--- config.mk ---
export PLATFORM = sky130hd
export DESIGN_NAME = vdot16
export DESIGN_NICKNAME = d
export VERILOG_FILES = /design/src/rtl/vdot_pkg.sv /design/src/rtl/vdot_sat.sv /design/src/rtl/vdot16.sv
export SDC_FILE = /design/constraint.sdc
export NUM_CORES = 2
export LEC_CHECK = 0
export BUFFER_PORTS_ARGS = -buffer_cell sky130_fd_sc_hd__buf_2
export CAP_MARGIN = 20
export CORE_ASPECT_RATIO = 0.6
export CORE_MARGIN = 2
export CORE_UTILIZATION = 39
export CTS_BUF_LIST = sky130_fd_sc_hd__clkbuf_4 sky130_fd_sc_hd__clkbuf_8 sky130_fd_sc_hd__clkbuf_16
export CTS_CLUSTER_SIZE = 25
export DETAILED_ROUTE_END_ITERATION = 8
export GPL_TIMING_DRIVEN = 0
export PLACE_DENSITY = 0.66
export SYNTH_ARGS = -nofsm -noshare
export SYNTH_HDL_FRONTEND = slang
export SYNTH_SLANG_ARGS = --single-unit
--- constraint.sdc ---
create_clock -name Clk1 -period 49.6 [get_ports Clk1]
set_input_delay 2.48 -clock Clk1 [delete_from_list [all_inputs] [get_ports Clk1]]
set_output_delay 2.48 -clock Clk1 [all_outputs]
set_load 0.05 [all_outputs]
--- src/rtl/vdot_pkg.sv ---
// Shared types and constants for the vdot16 dot-product unit.
package vdot_pkg;

    localparam int unsigned VDOT_LANES     = 16;
    localparam int unsigned VDOT_WIDTH     = 16;
    localparam int unsigned VDOT_FRAC_BITS = 8;
    localparam int unsigned VDOT_ACC_W     = 36;

    // Q8.8 saturation limits
    localparam logic [15:0] SAT_MAX = 16'h7FFF;
    localparam logic [15:0] SAT_MIN = 16'h8000;

    typedef enum logic [1:0] {
        StIdle = 2'b00,
        StMac  = 2'b01,
        StFin  = 2'b10,
        StDone = 2'b11
    } state_e;

endpackage

--- src/rtl/vdot_sat.sv ---
// Combinational scale/round/saturate from the accumulator to a Q8.8 result.
// Define VDOT_ROUND_EN for round-half-up; otherwise the shift floors.
module vdot_sat
    import vdot_pkg::*;
#(
    parameter int unsigned ACC_W     = VDOT_ACC_W,
    parameter int unsigned WIDTH     = VDOT_WIDTH,
    parameter int unsigned FRAC_BITS = VDOT_FRAC_BITS
) (
    input  logic signed [ACC_W-1:0] acc_i,
    output logic        [WIDTH-1:0] value_o,
    output logic                    ovf_o
);

    logic signed [ACC_W-1:0]   biased;
    logic signed [ACC_W-1:0]   shifted;
    logic        [ACC_W-WIDTH:0] hi;

`ifdef VDOT_ROUND_EN
    localparam logic signed [ACC_W-1:0] Half = ACC_W'(1) << (FRAC_BITS - 1);
    assign biased = acc_i + Half;
`else
    assign biased = acc_i;
`endif

    assign shifted = biased >>> FRAC_BITS;
    // Result fits only if every bit from the result sign upward matches it
    assign hi = shifted[ACC_W-1:WIDTH-1];

    always_comb begin
        ovf_o   = (hi != '0) && (hi != '1);
        value_o = shifted[WIDTH-1:0];
        if (ovf_o) begin
            value_o = shifted[ACC_W-1] ? SAT_MIN : SAT_MAX;
        end
    end

endmodule

--- src/rtl/vdot16.sv ---
// Sequential 16-lane signed dot product: one MAC per clock, then Q8.8 saturate.
// Rounding mode is selected by the VDOT_ROUND_EN macro inside vdot_sat.
module vdot16
    import vdot_pkg::*;
#(
    parameter int unsigned LANES     = VDOT_LANES,
    parameter int unsigned WIDTH     = VDOT_WIDTH,
    parameter int unsigned ACC_W     = VDOT_ACC_W,
    parameter int unsigned FRAC_BITS = VDOT_FRAC_BITS
) (
    input  logic                   Clk1,
    input  logic                   Reset,
    input  logic                   start,
    input  logic [LANES*WIDTH-1:0] Inval1,
    input  logic [LANES*WIDTH-1:0] Inval2,
    output logic [WIDTH-1:0]       DotOut,
    output logic                   Overflw,
    output logic                   done,
    output logic                   busy
);

    localparam int unsigned LW = (LANES > 1) ? $clog2(LANES) : 1;

    state_e                   state_q, state_d;
    logic [LW-1:0]            lane_q, lane_d;
    logic signed [ACC_W-1:0]  acc_q, acc_d;
    logic [LANES*WIDTH-1:0]   a_q, a_d, b_q, b_d;
    logic [WIDTH-1:0]         dot_q, dot_d;
    logic                     ovf_q, ovf_d;
    logic                     done_q, done_d;

    logic signed [WIDTH-1:0]   a_lane, b_lane;
    logic signed [2*WIDTH-1:0] prod;
    logic signed [ACC_W-1:0]   prod_ext;
    logic [WIDTH-1:0]          sat_value;
    logic                      sat_ovf;

    assign a_lane   = a_q[int'(lane_q)*WIDTH +: WIDTH];
    assign b_lane   = b_q[int'(lane_q)*WIDTH +: WIDTH];
    assign prod     = a_lane * b_lane;
    assign prod_ext = {{(ACC_W-2*WIDTH){prod[2*WIDTH-1]}}, prod};

    vdot_sat #(
        .ACC_W    (ACC_W),
        .WIDTH    (WIDTH),
        .FRAC_BITS(FRAC_BITS)
    ) u_sat (
        .acc_i  (acc_q),
        .value_o(sat_value),
        .ovf_o  (sat_ovf)
    );

    always_comb begin
        state_d = state_q;
        lane_d  = lane_q;
        acc_d   = acc_q;
        a_d     = a_q;
        b_d     = b_q;
        dot_d   = dot_q;
        ovf_d   = ovf_q;
        done_d  = 1'b0;
        unique case (state_q)
            StIdle: begin
                if (start) begin
                    a_d     = Inval1;
                    b_d     = Inval2;
                    acc_d   = '0;
                    lane_d  = '0;
                    state_d = StMac;
                end
            end
            StMac: begin
                acc_d  = acc_q + prod_ext;
                lane_d = lane_q + LW'(1);
                if (lane_q == LW'(LANES - 1)) begin
                    state_d = StFin;
                end
            end
            StFin: begin
                dot_d   = sat_value;
                ovf_d   = sat_ovf;
                state_d = StDone;
            end
            StDone: begin
                // First DONE cycle raises done; it then holds until start is seen low
                done_d = start || !done_q;
                if (done_q && !start) begin
                    done_d  = 1'b0;
                    state_d = StIdle;
                end
            end
            default: state_d = StIdle;
        endcase
    end

    always_ff @(posedge Clk1 or posedge Reset) begin
        if (Reset) begin
            state_q <= StIdle;
            lane_q  <= '0;
            acc_q   <= '0;
            a_q     <= '0;
            b_q     <= '0;
            dot_q   <= '0;
            ovf_q   <= 1'b0;
            done_q  <= 1'b0;
        end else begin
            state_q <= state_d;
            lane_q  <= lane_d;
            acc_q   <= acc_d;
            a_q     <= a_d;
            b_q     <= b_d;
            dot_q   <= dot_d;
            ovf_q   <= ovf_d;
            done_q  <= done_d;
        end
    end

    assign DotOut  = dot_q;
    assign Overflw = ovf_q;
    assign done    = done_q;
    assign busy    = (state_q == StMac) || (state_q == StFin);

endmodule
======== Word-level counts from Yosys, hierarchy flattened ========
Index checks and enable logic that the tools add are counted.
Widths: inputs -> output; s select.
storage, ports and cells
  flip-flop bits (word level) ............. 572
  bits of input ports ..................... 515
  output and inout port bits .............. 19
  logic and storage cells ................. 45
cells by class
  $add $sub $neg .......................... 2
  $mul .................................... 1
  eq/ne operators ......................... 8
  shift operators ......................... 2
  muxes and demuxes ....................... 12
  reduce and logical (&&, ||, !) cells .... 12
operators with widths
  kind                  number
  $shiftx 256x9->16     2
  $pmux 36 s2           1
  $add 36x32->36        1
  $mux 36               1
  $mul 16x16->32        1
  $mux 16               2
  $ne 21x21->1 const B  1
  $reduce_bool 21->1    1
  $pmux 2 s4            1
  $pmux 4 s2            1
  $mux 2                3
  $ne 2x2->1 const B    3
  $add 4x1->4 const B   1
  $eq 2x2->1 const B    2
  $eq 4x4->1 const B    1
  $mux 4                1
  $reduce_and 2->1      2
  $reduce_and 3->1      1
  $eq 2x1->1 const B    1
  $logic_and 1x1->1     2
  $logic_not 1->1       2
  $logic_not 2->1       1
  $logic_or 1x1->1      2
  $mux 1                2
  $reduce_bool 2->1     1

======== Longest topological paths before layout ========
  word-level depth ........................ 4
  gate-level depth with buffers ........... 31
  mapped depth without buffers ............ 26

======== Cells and area by module ========
Synthesis repeated with hierarchy kept, for this count alone.
second synthesis, totals
  cells, all modules ...................... 2866
  area, all modules ....................... 36756.5 µm²
by module, submodules not included
  module    times used  cells an instance  area an instance (µm²)  seq. area each (µm²)
  vdot16    1           2836               36513.8                 14313.7
  vdot_sat  1           30                 242.7                   0.0

======== Worst setup path after synthesis ========
No wires, ideal clock.
  kind .................................... flip-flop to flip-flop
  start ................................... register lane_q[0]
  end ..................................... register acc_q[35]
  setup time .............................. 129 ps
  arrival time ............................ 6958 ps
  data required time ...................... 49471 ps
  path slack .............................. 42513 ps
  stages on the path, launching flop included .. 30
  buffers on the path ..................... 5
  period minus slack after synthesis ...... 7087 ps
  cells stage by stage .................... dfrtp_1 > buf_6 > buf_6 > buf_6 > buf_4 > mux4_2 > mux2i_1 > nand2_1 > o21ai_2 > inv_1 > nand2_1 > fa_1 > fa_1 > fa_1 > inv_1 > fa_1 > fa_1 > inv_1 > fa_1 > inv_1 > ha_1 > clkbuf_1 > a21oi_1 > o21ai_0 > a221oi_1 > a2bb2oi_1 > nand3_1 > a31oi_1 > xnor2_1 > o21ai_1
between the ends
  cells in the longest elaborated chain, start to end .. 4
  elaborated cells on any way between the ends .. 5
  classes of those cells .................. add/sub: 1; mul: 1; shift: 2; mux: 1
RTL lines
  item                                         line                        source
  start, declared                              vdot16.sv:25                logic [LW-1:0] lane_q, lane_d;
  start signal, assigned                       vdot16.sv:108               lane_q <= lane_d;
  $shiftx 256x9->16, on equally long branches  vdot16.sv:38, vdot16.sv:39
  $mul 16x16->32 *                             vdot16.sv:40                assign prod = a_lane * b_lane;
  $add 36x32->36 *                             vdot16.sv:73                acc_d = acc_q + prod_ext;
  $pmux 36 s2 *                                vdot16.sv:62                unique case (state_q)
  end signal, assigned                         vdot16.sv:100               acc_q <= '0;
  end signal, assigned                         vdot16.sv:109               acc_q <= acc_d;
  end, declared                                vdot16.sv:26                logic signed [ACC_W-1:0] acc_q, acc_d;
Mark *: on every way between the ends. The rest lies on a longest branch, timed or not.
A chain may end at the register's enable or synchronous reset.

======== Final worst setup path ========
  start ................................... register lane_q[1]
  end ..................................... register acc_q[35]
Same word-level chain as after synthesis.

==> flow_summary_export.csv <==
group,metric,value,unit
cells_and_area,layout_commonest_cell,"dfrtp_1",
clocking,htree_levels,2,
die,io_pins,534,
drt,wl_per_cell,25.8,um
clocking,clk-insertion-delay-late,660,ps
die,start_util,39.3,%
placed_design,numPortBuffers,533,
worst_setup_path,arrival,11030,ps
cells_and_area,drive_above_1_share,40.0,%
drt,first_pass_iters,5,
synth,synth.distinct_cells,56,
synth,synth-edff-count,0,
die,fp.dieH,242,um
synth,syn-num-nets,3814,
clocking,cts_tree,"yes",
synth,ys_seq_area_share,38.8,%
synth,synthArstFlopShare,100,%
min_path,min_path_type,"reg -> reg",
worst_setup_path,cp-start-kind,"flip-flop",
worst_setup_path,required,50090,ps
timing,whs,500,ps
drt,avgViaCountPerCell,5.32,
timing,setup_viol,0,
timing,fmax,94.9,MHz
worst_setup_path,startpoint,"lane_q[1]",
synth,syn_area,0.0369,mm^2
clocking,post_cts_buffers,0,
cells_and_area,n_fill_cell,8709,
clocking,cts_made_buffers,56,
clocking,cts-hold-fix-buffers,0,
synth,synth.avg_cell_area,12.8,um^2
flow_run,cap_violations,0,
timing,worst_pin_slew,1210,ps
worst_setup_path,max_stage_delay,830,ps
timing,fin_skew,38.9,ps
die,die-width,401,um
min_path,hp-start,"b_q[244]",
drt,ant_nets,0,
drt,route.detailed.drc,0,
placed_design,gp_congestion,0.980,
worst_setup_path,endpoint_kind,"flip-flop",
synth,synthFlopType,"dfrtp_1",
synth,synth-simple-area-share,4.26,%
drt,drt_iter0_markers,2145,
global_routing,grt_max_degree,128,
clocking,cts.sinks,572,
timing,maxSlewHeadroom,19.3,%
timing,hold_violations,0,
die,coreArea,0.0938,mm^2
cells_and_area,fin_nets,4426,
cells_and_area,final_util,46.4,%
drt,wl,124000,um
timing,fin_crit,10540,ps
placed_design,dp_hpwl,102000,um
synth,synth-seq-cells,572,
global_routing,overflow,0,
synth,syn_inst,2873,
worst_setup_path,worstSetupPathType,"reg -> reg",
worst_setup_path,r2r-start,"lane_q[1]",
synth,synth_mux_area_share,25.5,%
drt,vias,25600,
worst_setup_path,cp_max_fo,10,
timing,rsz0062_at_grt,"false",
global_routing,antenna_found_initial,51,
global_routing,grt_pass1_wl,182000,um
global_routing,grt.total_usage,25.9,%
worst_setup_path,slowest_stage,"clkbuf_1",
worst_setup_path,cp_common_cell,"fa_1",
cells_and_area,mostFrequentLayoutCells,"dfrtp_1 (572), buf_2 (564), mux2_2 (539)",
synth,synthXorXnorAreaFrac,0.879,%
global_routing,grt_pass1_vias,26800,
cells_and_area,area_growth,18.1,%
die,die_area,0.0971,mm^2
synth,synth_top_family_by_area,"multiplexers",
clocking,path_clk_slew,70,ps
die,rows,87,
synth,synth_warnings,0,
synth,synthAdderAreaFrac,20.9,%
clocking,root_buffer,"clkbuf_16",
status,status,"complete, no violations",
timing,drv_slew,0,
timing,post-route-period-util,21.3,%
clocking,cts.path.max_buffers,3,
clocking,cts_resized,0,
timing,finalSetupTns,0,ps
synth,synth_compound_area_share,3.69,%
[routing by layer]
metal  track usage, %  wire, um  vias to the layer above
met5                0       229                        -
met3             9.17     13500                      221
met2             36.7     52300                     1079
met4             8.72      4290                       36
met1             36.7     53800                    13300
li1                 -         -                    10900
[synthesized netlist by cell type, drive strengths merged, types with 4 or more instances]
| cell | number | share of area, % |
|---|---|---|
| fa | 314 | 17 |
| mux4 | 135 | 8.2 |
| ha | 112 | 3.8 |
| dfrtp | 572 | 39 |
| o21a | 17 | 0.35 |
| xor2 | 18 | 0.43 |
| nand3 | 8 | 0.11 |
| nor3 | 7 | 0.095 |
| o211ai | 17 | 0.36 |
| nand4 | 4 | 0.068 |
| clkbuf | 86 | 0.88 |
| a21oi | 35 | 0.49 |
| a21o | 8 | 0.16 |
| a22o | 10 | 0.24 |
| nor2 | 166 | 1.7 |
| nand2 | 161 | 1.6 |
| o21bai | 9 | 0.18 |
| and2 | 4 | 0.068 |
| o21ai | 82 | 1.4 |
| inv | 411 | 4.2 |
| nand2b | 12 | 0.20 |
| mux2i | 28 | 0.76 |
| buf | 53 | 0.93 |
| a31oi | 5 | 0.085 |
| nor4 | 5 | 0.10 |
| mux2 | 539 | 16 |
| or2 | 5 | 0.092 |
| xnor2 | 19 | 0.45 |
[through the flow]
stage | area, um^2 | setup slack [ps] | instances
global route | 43500 | 38810 | 4798
detailed placement | 41500 | 39300 | 4672
CTS | 43400 | 39250 | 4772
finish | 43500 | 39060 | 4805
global placement | 41100 | 24040 | 4652
floorplan | 36900 | 31120 | 2873
[final timing paths]
| path | endpoint | slack (ps) | cells after the start |
|---|---|---|---|
| min in group asynchronous | b_q[243] | 1790 | 2 |
| max in group asynchronous | a_q[132] | 46230 | 4 |
| hold reg to reg | b_q[244] | 500 | 1 |
| hold / removal | b_q[244] | 500 | 1 |
| setup / recovery | acc_q[35] | 39060 | 29 |
| setup reg to reg | acc_q[35] | 39060 | 29 |
[state kept, by name, summed over array words and instances, names as in the netlist]
signal and count:
a_q 256, b_q 256, acc_q 36, DotOut 16
lane_q 4, state_q 2, Overflw 1, done 1
[critical path: cells and delay by family, from the launching register on]
family / cells / cell delay [ps]
adders and majority gates: 7 / 3300
DFF: 1 / 620
xor gates and xnor gates: 1 / 600
AOI/OAI and AO/OA: 4 / 900
and+or+nand+nor: 5 / 1600
muxes: 2 / 1050
buffers and inverters: 10 / 2230
[cell type report]
class                   count  area (um^2)  area share, %
multi-input cells        1751        20300           46.7
diodes                     32         80.1          0.184
repair buffers            554         3060           7.04
plain buffers             139          666           1.53
flip-flops and latches    572        14300           32.9
clock buffers              79         1660           3.80
well taps                1246         1560           3.58
inverters                 411         1550           3.56
clock inverters            21          308          0.707
[logic make-up after synthesis]
kind of cell | after synthesis
mux | 702
flops | 572
buf+inv | 550
xor+xnor | 37
fa+ha+maj | 426
compound gates | 203
simple gates | 383
Power is not shown: default switching activity piles up to over one toggle a cycle in this logic, so the estimate is an artifact.
